**config.mk**
```make
export PLATFORM = sky130hd
export DESIGN_NAME = cpu_divider_radix_flat
export DESIGN_NICKNAME = d
export VERILOG_FILES = /design/src/rtl/cpu_pkg.sv /design/src/rtl/cpu_divider_radix_if.sv /design/src/rtl/cpu_divider_step.sv /design/src/rtl/cpu_divider_radix.sv /design/src/flat_wrapper.sv
export SDC_FILE = /design/constraint.sdc
export NUM_CORES = 1
export LEC_CHECK = 0
export BUFFER_PORTS_ARGS = -buffer_cell sky130_fd_sc_hd__buf_2
export CAP_MARGIN = 10
export CORE_MARGIN = 2
export CORE_UTILIZATION = 55
export DETAILED_ROUTE_END_ITERATION = 7
export GPL_TIMING_DRIVEN = 0
export PLACE_DENSITY = 0.76
export SLEW_MARGIN = 10
export SYNTH_ARGS = -nofsm -noshare
export SYNTH_HDL_FRONTEND = slang
export SYNTH_HIERARCHICAL = 1
export SYNTH_SLANG_ARGS = --single-unit
```
**constraint.sdc**
```tcl
create_clock -name clock -period 3.1 [get_ports clock]
set_input_delay 0.155 -clock clock [delete_from_list [all_inputs] [get_ports clock]]
set_output_delay 0.155 -clock clock [all_outputs]
set_load 0.1 [all_outputs]
```
**src/rtl/cpu_pkg.sv**
```systemverilog
// rtl/cpu_pkg.sv - shared types and helpers for the CPU divider
package cpu_pkg;

    typedef enum logic [1:0] {
        IDLE  = 2'd0,
        RUN   = 2'd1,
        FIXUP = 2'd2,
        DONE  = 2'd3
    } div_state_e;

    // Width of a counter that must hold the values 0..n
    function automatic int cnt_width(input int n);
        return $clog2(n + 1);
    endfunction

endpackage

```
**src/rtl/cpu_divider_radix_if.sv**
```systemverilog
// rtl/cpu_divider_radix_if.sv - launch/result bundle between execute stage and divider
interface cpu_divider_radix_if #(
    parameter int WIDTH = 32
);
    logic             start;
    logic             abort;
    logic [WIDTH-1:0] data_a;
    logic [WIDTH-1:0] data_b;
    logic             signed_div;
    logic [WIDTH-1:0] quotient;
    logic [WIDTH-1:0] remainder;
    logic             busy;
    logic             done;

    modport master (
        output start, abort, data_a, data_b, signed_div,
        input  quotient, remainder, busy, done
    );

    modport slave (
        input  start, abort, data_a, data_b, signed_div,
        output quotient, remainder, busy, done
    );
endinterface

```
**src/rtl/cpu_divider_step.sv**
```systemverilog
// rtl/cpu_divider_step.sv - one combinational radix-2 restoring division step
module cpu_divider_step #(
    parameter int WIDTH = 32
) (
    input  logic [WIDTH:0]   rem_in,
    input  logic [WIDTH-1:0] divisor,
    input  logic             dividend_bit,
    output logic [WIDTH:0]   rem_out,
    output logic             quo_bit
);
    logic [WIDTH+1:0] shifted;
    logic [WIDTH:0]   trial;

    assign shifted = {rem_in, dividend_bit};
    // Only the low bits of the difference matter: it is kept only when no borrow occurs
    assign trial   = shifted[WIDTH:0] - {1'b0, divisor};
    assign quo_bit = (shifted >= {2'b00, divisor});
    assign rem_out = quo_bit ? trial : shifted[WIDTH:0];
endmodule

```
**src/rtl/cpu_divider_radix.sv**
```systemverilog
// rtl/cpu_divider_radix.sv - iterative restoring divider retiring BITS_PER_CYCLE quotient bits per cycle
module cpu_divider_radix
    import cpu_pkg::*;
#(
    parameter int WIDTH          = 32,
    parameter int BITS_PER_CYCLE = 1,
    parameter int EARLY_OUT      = 1
) (
    input  logic                 clock,
    input  logic                 reset,
    cpu_divider_radix_if.slave   bus
);
    localparam int K  = BITS_PER_CYCLE;
    localparam int N  = WIDTH / K;
    localparam int CW = cnt_width(N);
    localparam logic [CW-1:0]    LAST    = CW'(N - 1);
    localparam logic [WIDTH-1:0] MIN_VAL = {1'b1, {(WIDTH-1){1'b0}}};

    if ((K != 1 && K != 2 && K != 4) || (WIDTH % K) != 0 || WIDTH < 8 || (WIDTH % 2) != 0) begin : g_param_check
        $error("cpu_divider_radix: illegal WIDTH/BITS_PER_CYCLE combination");
    end

    div_state_e       state, state_nxt;
    logic [WIDTH-1:0] dvd;
    logic [WIDTH-1:0] dsr;
    logic [WIDTH:0]   prem;
    logic [WIDTH:0]   prem_nxt;
    logic [K-1:0]     qbits;
    logic [CW-1:0]    cnt;
    logic             sign_q, sign_r;
    logic [WIDTH-1:0] q_out, r_out;

    logic             launch, neg_a, neg_b, div_zero, ovf, early, fast;
    logic [WIDTH-1:0] abs_a, abs_b;

    assign launch   = bus.start & ~bus.abort;
    assign neg_a    = bus.signed_div & bus.data_a[WIDTH-1];
    assign neg_b    = bus.signed_div & bus.data_b[WIDTH-1];
    assign abs_a    = neg_a ? -bus.data_a : bus.data_a;
    assign abs_b    = neg_b ? -bus.data_b : bus.data_b;
    assign div_zero = (bus.data_b == '0);
    assign ovf      = bus.signed_div && (bus.data_a == MIN_VAL) && (bus.data_b == '1);
    assign early    = (EARLY_OUT != 0) && (abs_a < abs_b);
    assign fast     = div_zero | ovf | early;

    // Chain of restoring steps; dividend bits are consumed MSB first
    for (genvar i = 0; i < K; i++) begin : g_step
        logic [WIDTH:0] rem_in;
        logic [WIDTH:0] rem_o;
        logic           q;
        if (i == 0) begin : g_first
            assign rem_in = prem;
        end else begin : g_next
            assign rem_in = g_step[i-1].rem_o;
        end
        cpu_divider_step #(.WIDTH(WIDTH)) u_step (
            .rem_in       (rem_in),
            .divisor      (dsr),
            .dividend_bit (dvd[WIDTH-1-i]),
            .rem_out      (rem_o),
            .quo_bit      (q)
        );
        assign qbits[K-1-i] = q;
    end
    assign prem_nxt = g_step[K-1].rem_o;

    always_ff @(posedge clock or negedge reset) begin
        if (!reset) begin
            state <= IDLE;
        end else begin
            state <= state_nxt;
        end
    end

    always_comb begin
        state_nxt = state;
        if (bus.abort) begin
            state_nxt = IDLE;
        end else if (launch) begin
            state_nxt = fast ? DONE : RUN;
        end else begin
            case (state)
                RUN:     if (cnt == LAST) state_nxt = FIXUP;
                FIXUP:   state_nxt = DONE;
                default: state_nxt = state;
            endcase
        end
    end

    // The dividend register doubles as the quotient register as bits shift through
    always_ff @(posedge clock or negedge reset) begin
        if (!reset) begin
            dvd    <= '0;
            dsr    <= '0;
            prem   <= '0;
            cnt    <= '0;
            sign_q <= 1'b0;
            sign_r <= 1'b0;
            q_out  <= '0;
            r_out  <= '0;
        end else if (launch) begin
            sign_q <= bus.signed_div & (bus.data_a[WIDTH-1] ^ bus.data_b[WIDTH-1]);
            sign_r <= neg_a;
            dvd    <= abs_a;
            dsr    <= abs_b;
            prem   <= '0;
            cnt    <= '0;
            if (div_zero) begin
                q_out <= '1;
                r_out <= bus.data_a;
            end else if (ovf) begin
                q_out <= MIN_VAL;
                r_out <= '0;
            end else if (early) begin
                q_out <= '0;
                r_out <= bus.data_a;
            end
        end else if (!bus.abort) begin
            case (state)
                RUN: begin
                    dvd  <= {dvd[WIDTH-K-1:0], qbits};
                    prem <= prem_nxt;
                    cnt  <= cnt + 1'b1;
                end
                FIXUP: begin
                    q_out <= sign_q ? -dvd : dvd;
                    r_out <= sign_r ? -prem[WIDTH-1:0] : prem[WIDTH-1:0];
                end
                default: ;
            endcase
        end
    end

    assign bus.quotient  = q_out;
    assign bus.remainder = r_out;
    assign bus.busy      = (state == RUN);
    assign bus.done      = (state == DONE);
endmodule

```
**src/flat_wrapper.sv**
```systemverilog
// flat-port wrapper written by rule: the top's interface ports become plain ports
module cpu_divider_radix_flat import cpu_pkg::*;
#(
    parameter int WIDTH          = 32,
    parameter int BITS_PER_CYCLE = 1,
    parameter int EARLY_OUT      = 1
)
  (clock, reset, bus_start, bus_abort, bus_data_a, bus_data_b, bus_signed_div, bus_quotient, bus_remainder, bus_busy, bus_done);
  cpu_divider_radix_if #(.WIDTH(WIDTH)) bus_i ();
  input  logic clock;
  input  logic reset;
  input wire logic [$bits(bus_i.start)-1:0] bus_start;
  input wire logic [$bits(bus_i.abort)-1:0] bus_abort;
  input wire logic [$bits(bus_i.data_a)-1:0] bus_data_a;
  input wire logic [$bits(bus_i.data_b)-1:0] bus_data_b;
  input wire logic [$bits(bus_i.signed_div)-1:0] bus_signed_div;
  output wire logic [$bits(bus_i.quotient)-1:0] bus_quotient;
  output wire logic [$bits(bus_i.remainder)-1:0] bus_remainder;
  output wire logic [$bits(bus_i.busy)-1:0] bus_busy;
  output wire logic [$bits(bus_i.done)-1:0] bus_done;
  assign bus_i.start = bus_start;
  assign bus_i.abort = bus_abort;
  assign bus_i.data_a = bus_data_a;
  assign bus_i.data_b = bus_data_b;
  assign bus_i.signed_div = bus_signed_div;
  assign bus_quotient = bus_i.quotient;
  assign bus_remainder = bus_i.remainder;
  assign bus_busy = bus_i.busy;
  assign bus_done = bus_i.done;
  cpu_divider_radix #(.WIDTH(WIDTH), .BITS_PER_CYCLE(BITS_PER_CYCLE), .EARLY_OUT(EARLY_OUT)) u_core (.clock(clock), .reset(reset), .bus(bus_i));
endmodule
```
==> flow_metrics.tcl <==
set metrics [dict create \
    timing_limited_maximum_frequency_mhz 266.8 \
    tritoncts_num_sinks 171 \
    timing.critical_path.to_type "flip-flop" \
    postLayoutSetupSlackWorst_ps -648.0 \
    library_cell_used_as_clock_root_buffer "sky130_fd_sc_hd__clkbuf_16" \
    num_vias 12840 \
    syn2layout_area_growth_pct 21.47 \
    report.final.slew_viol_count 0 \
    worstRegToRegCells 7 \
    filler_cell_count 1913 \
    synth_compound_area_share_pct 22.92 \
    number_of_standard_cells_after_synthesis 1476 \
    setup_repair_after_global_routing_missed_its_margin "true" \
    clkLatencyLatePin_ps 450 \
    vdd_ir_drop_max_v 0.0005272 \
    globalRoute.totalOverflow 0 \
    ios 135 \
    synth_edf_count 0 \
    clock_path_buffers 2 \
    tightestPinTransition_ps 989.1 \
    crit_required_ps 3420 \
    clkTransAtPathRegs_ps 70 \
    crit-reg2reg-capture "u_core/bus.remainder[31]" \
    post_drt_wl_per_cell_um 22.96 \
    seq_cells_post_synth 171 \
    synth_xor_area_share_pct 10.07 \
    asyncSetResetFlopFracSynth_pct 100.0 \
    place.gp.congestion 1.017 \
    crit_fanout 10 \
    cts_made_buffers 17 \
    cellPowerDensity_nw_per_um2 605.6 \
    outcome "complete, but fails checks" \
    synth.distinct_cells 75 \
    violations "setup timing" \
    cp-startpoint "bus_data_a[14]" \
    finalClockSkew_ps 16.45 \
    timing.critical_path.arrival_ps 4070 \
    slowest_stage "sky130_fd_sc_hd__or4_4" \
    first_global_vias 11811 \
    whs_path_depth 3 \
    die_area_um2 24800 \
    synthAdderAreaFrac_pct 6.817 \
    post_synth_and_or_nand_nor_area_fraction_pct 15.33 \
    maximum_number_of_pins_on_one_net_before_global_route_repair 109 \
    detail-route-antenna-nets 0 \
    syn-cell-area_um2 12960 \
    floorplan.initialDensity_pct 55.54 \
    viasPerCell 6.404 \
    yosysWarnings 6 \
    final_period_minus_worst_setup_slack_ps 3748 \
    worstHoldPathType "primary input to flip-flop" \
    drtIter0Drc 1536 \
    totalNegativeSetupSlack_ps -40160 \
    grt_pass1_wl_mm 68.08 \
    reg2reg_from "u_core/g_step[0].rem_in[14]" \
    finalCritPeriodShare_pct 120.9 \
    finalSetupViolCount 68 \
    final_hold_violation_count 0 \
    std_cell_rows 56 \
    hold-path-endpoint "u_core/sign_q" \
    detail_route.wirelength_mm 46.04 \
    syn-mean-instance-area_um2 8.780 \
    num-nets-final 1811 \
    timing.max_slew.rel_slack_pct 33.45 \
    timing.critical_path.slowest_cell_delay_ps 490 \
    multi_input_comb_area_um2 8602 \
    drt_first_pass_iters 6 \
    initial_antenna_violation_count 2 \
    cts.htree.levels 4 \
    holdWs_ps 112.8 \
    dp_hpwl_mm 34.47 \
    reg2reg_slack_ps -190 \
    die_height_um 157.5 \
    final_cell_mix "167 x sky130_fd_sc_hd__nand2_1, 165 x sky130_fd_sc_hd__dfrtp_1, 131 x sky130_fd_sc_hd__buf_2" \
    max_cap_viol_count 0 \
    clock_tree_from_tritoncts "yes" \
    drive_gt1_share_pct 22.85 \
    syn-num-nets 1615 \
    area_of_the_core_region_um2 23330 \
    synth.mux.area_fraction_pct 7.386 \
    largest_family_of_logic_cells_by_synthesized_area "compound AO/OA/AOI/OAI gates" \
    min_from "bus_signed_div" \
    layout.cells.most_common "sky130_fd_sc_hd__nand2_1" \
    power_leakage_nw 7.144 \
    die_w_um 157.5 \
    synthFlopType "sky130_fd_sc_hd__dfrtp_1" \
    timing.critical_path.from_type "primary input" \
    synth-seq-area-share_pct 33.02 \
    regArea_um2 4287 \
    crit_family "simple AND/OR/NAND/NOR gates" \
    overall_routing_resource_usage_pct 36.43 \
    cp_cell_sequence "buf_8 -> or3_4 -> or4_4 -> or3_4 -> o31ai_4 -> xnor2_2 -> ha_1 -> nand4_1 -> buf_4 -> a2111oi_4 -> o31a_1 -> o211ai_4 -> nand2_8 -> buf_12 -> buf_12 -> mux2_4" \
    drt_drc_violations_left 0 \
    timing.setup.critical_path_class "primary input to flip-flop" \
    place.port_buffers 133 \
    timing.critical_path.buf_inv 4 \
]
-- per-stage QoR --
step	instances	setup slack, ps	power, mW	util, %	instance area, um2
2_1_floorplan	1476	-507.3	6.064	-	13020
3_3_place_gp	1928	-1601	6.900	60.38	14090
3_5_place_dp	1929	-1591	6.975	60.54	14130
4_1_cts	1996	-574.3	9.401	65.82	15360
5_1_grt	2004	-681.3	9.898	67.46	15740
6_report	2005	-648.0	9.533	67.47	15740
-- layer usage --
layer / track usage (%) / wire (um) / vias to the layer above
met3: 6.608 / 4852 / 122
met5: 0 / 0 / -
met2: 55.08 / 20250 / 767
li1: - / - / 5742
met4: 15.32 / 1901 / 0
met1: 51.26 / 19040 / 6209
-- worst max path at each step --
stage | end | slack [ps] | depth (start not counted)
after floorplan | u_core/bus.quotient[10] | -510 | 14
after detailed placement | u_core/bus.remainder[8] | -1590 | 16
after CTS | u_core/bus.quotient[17] | -570 | 16
final | u_core/bus.quotient[16] | -650 | 16
after global routing | u_core/bus.quotient[16] | -680 | 16
after global placement | u_core/bus.remainder[11] | -1600 | 15
-- tightest hold or removal path: cells and delay by family --
kind,cells,cell delay (ps)
and+or+nand+nor,2,160
buffers and inverters,1,180
-- report_power, final --
part	switching (mW)	leakage [nW]	internal [mW]
Sequential	0.303	2.18	2.61
Combinational	3.08	4.67	1.23
Clock	1.06	0.296	1.25
Total	4.44	7.14	5.09
-- Yosys cell counts (9+ instances only) --
cell,n,area (um2)
sky130_fd_sc_hd__a21oi_1,106,530.5
sky130_fd_sc_hd__o22ai_1,9,56.30
sky130_fd_sc_hd__o21ai_0,125,625.6
sky130_fd_sc_hd__o31ai_1,29,217.7
sky130_fd_sc_hd__ha_1,69,863.3
sky130_fd_sc_hd__nand2b_1,10,62.56
sky130_fd_sc_hd__o41ai_1,15,131.4
sky130_fd_sc_hd__dfrtp_1,171,4279
sky130_fd_sc_hd__nand3_1,13,65.06
sky130_fd_sc_hd__a22oi_1,19,142.6
sky130_fd_sc_hd__and2_1,10,62.56
sky130_fd_sc_hd__mux2_4,58,870.8
sky130_fd_sc_hd__a22o_1,32,280.3
sky130_fd_sc_hd__o21ai_1,12,60.06
sky130_fd_sc_hd__clkbuf_1,63,236.5
sky130_fd_sc_hd__nand4_1,27,168.9
sky130_fd_sc_hd__a21o_1,10,75.07
sky130_fd_sc_hd__nor2_1,119,446.7
sky130_fd_sc_hd__nand2_1,167,626.9
sky130_fd_sc_hd__inv_1,58,217.7
sky130_fd_sc_hd__a221o_1,23,230.2
sky130_fd_sc_hd__nor3_1,20,100.1
sky130_fd_sc_hd__xor2_1,94,823.3
sky130_fd_sc_hd__nor4_1,16,100.1
sky130_fd_sc_hd__or3_1,19,118.9
sky130_fd_sc_hd__xnor2_1,55,481.7
-- area by class of cell --
| cell class | instances | area share, % |
|---|---|---|
| Clock inverter | 14 | 1.153 |
| Multi-Input combinational cell | 1165 | 54.65 |
| Sequential cell | 171 | 27.23 |
| Clock buffer | 18 | 2.790 |
| Buffer | 75 | 2.718 |
| Inverter | 60 | 1.447 |
| Antenna cell | 1 | 0.01590 |
| Tap cell | 319 | 2.536 |
| Timing Repair Buffer | 182 | 7.464 |
-- logic make-up after synthesis --
| group | after synthesis |
|---|---|
| fa+ha+maj | 70 |
| buf+inv | 140 |
| compound gates | 448 |
| xor+xnor | 149 |
| simple gates | 432 |
| mux | 66 |
| flops | 171 |
-- registers in the layout, summed over array words and instances, names as in the netlist --
signal / flops
u_core/sign_r: 1
u_core/state: 2
u_core/sign_q: 1
u_core/bus.remainder: 32
u_core/dvd: 32
u_core/bus.quotient: 32
u_core/g_step.rem_in: 33
u_core/dsr: 32
u_core/cnt: 6
-- what timing repair did --
action                                  CTS  global route
pin swaps                                25            17
cloned                                    1             1
endpoints found under the hold margin    63             0
buffers inserted                         34            11
hold buffers                              1             0
endpoints found under the setup margin  100           100
resized for setup                        64            69
(Power assumes the default switching activity.)
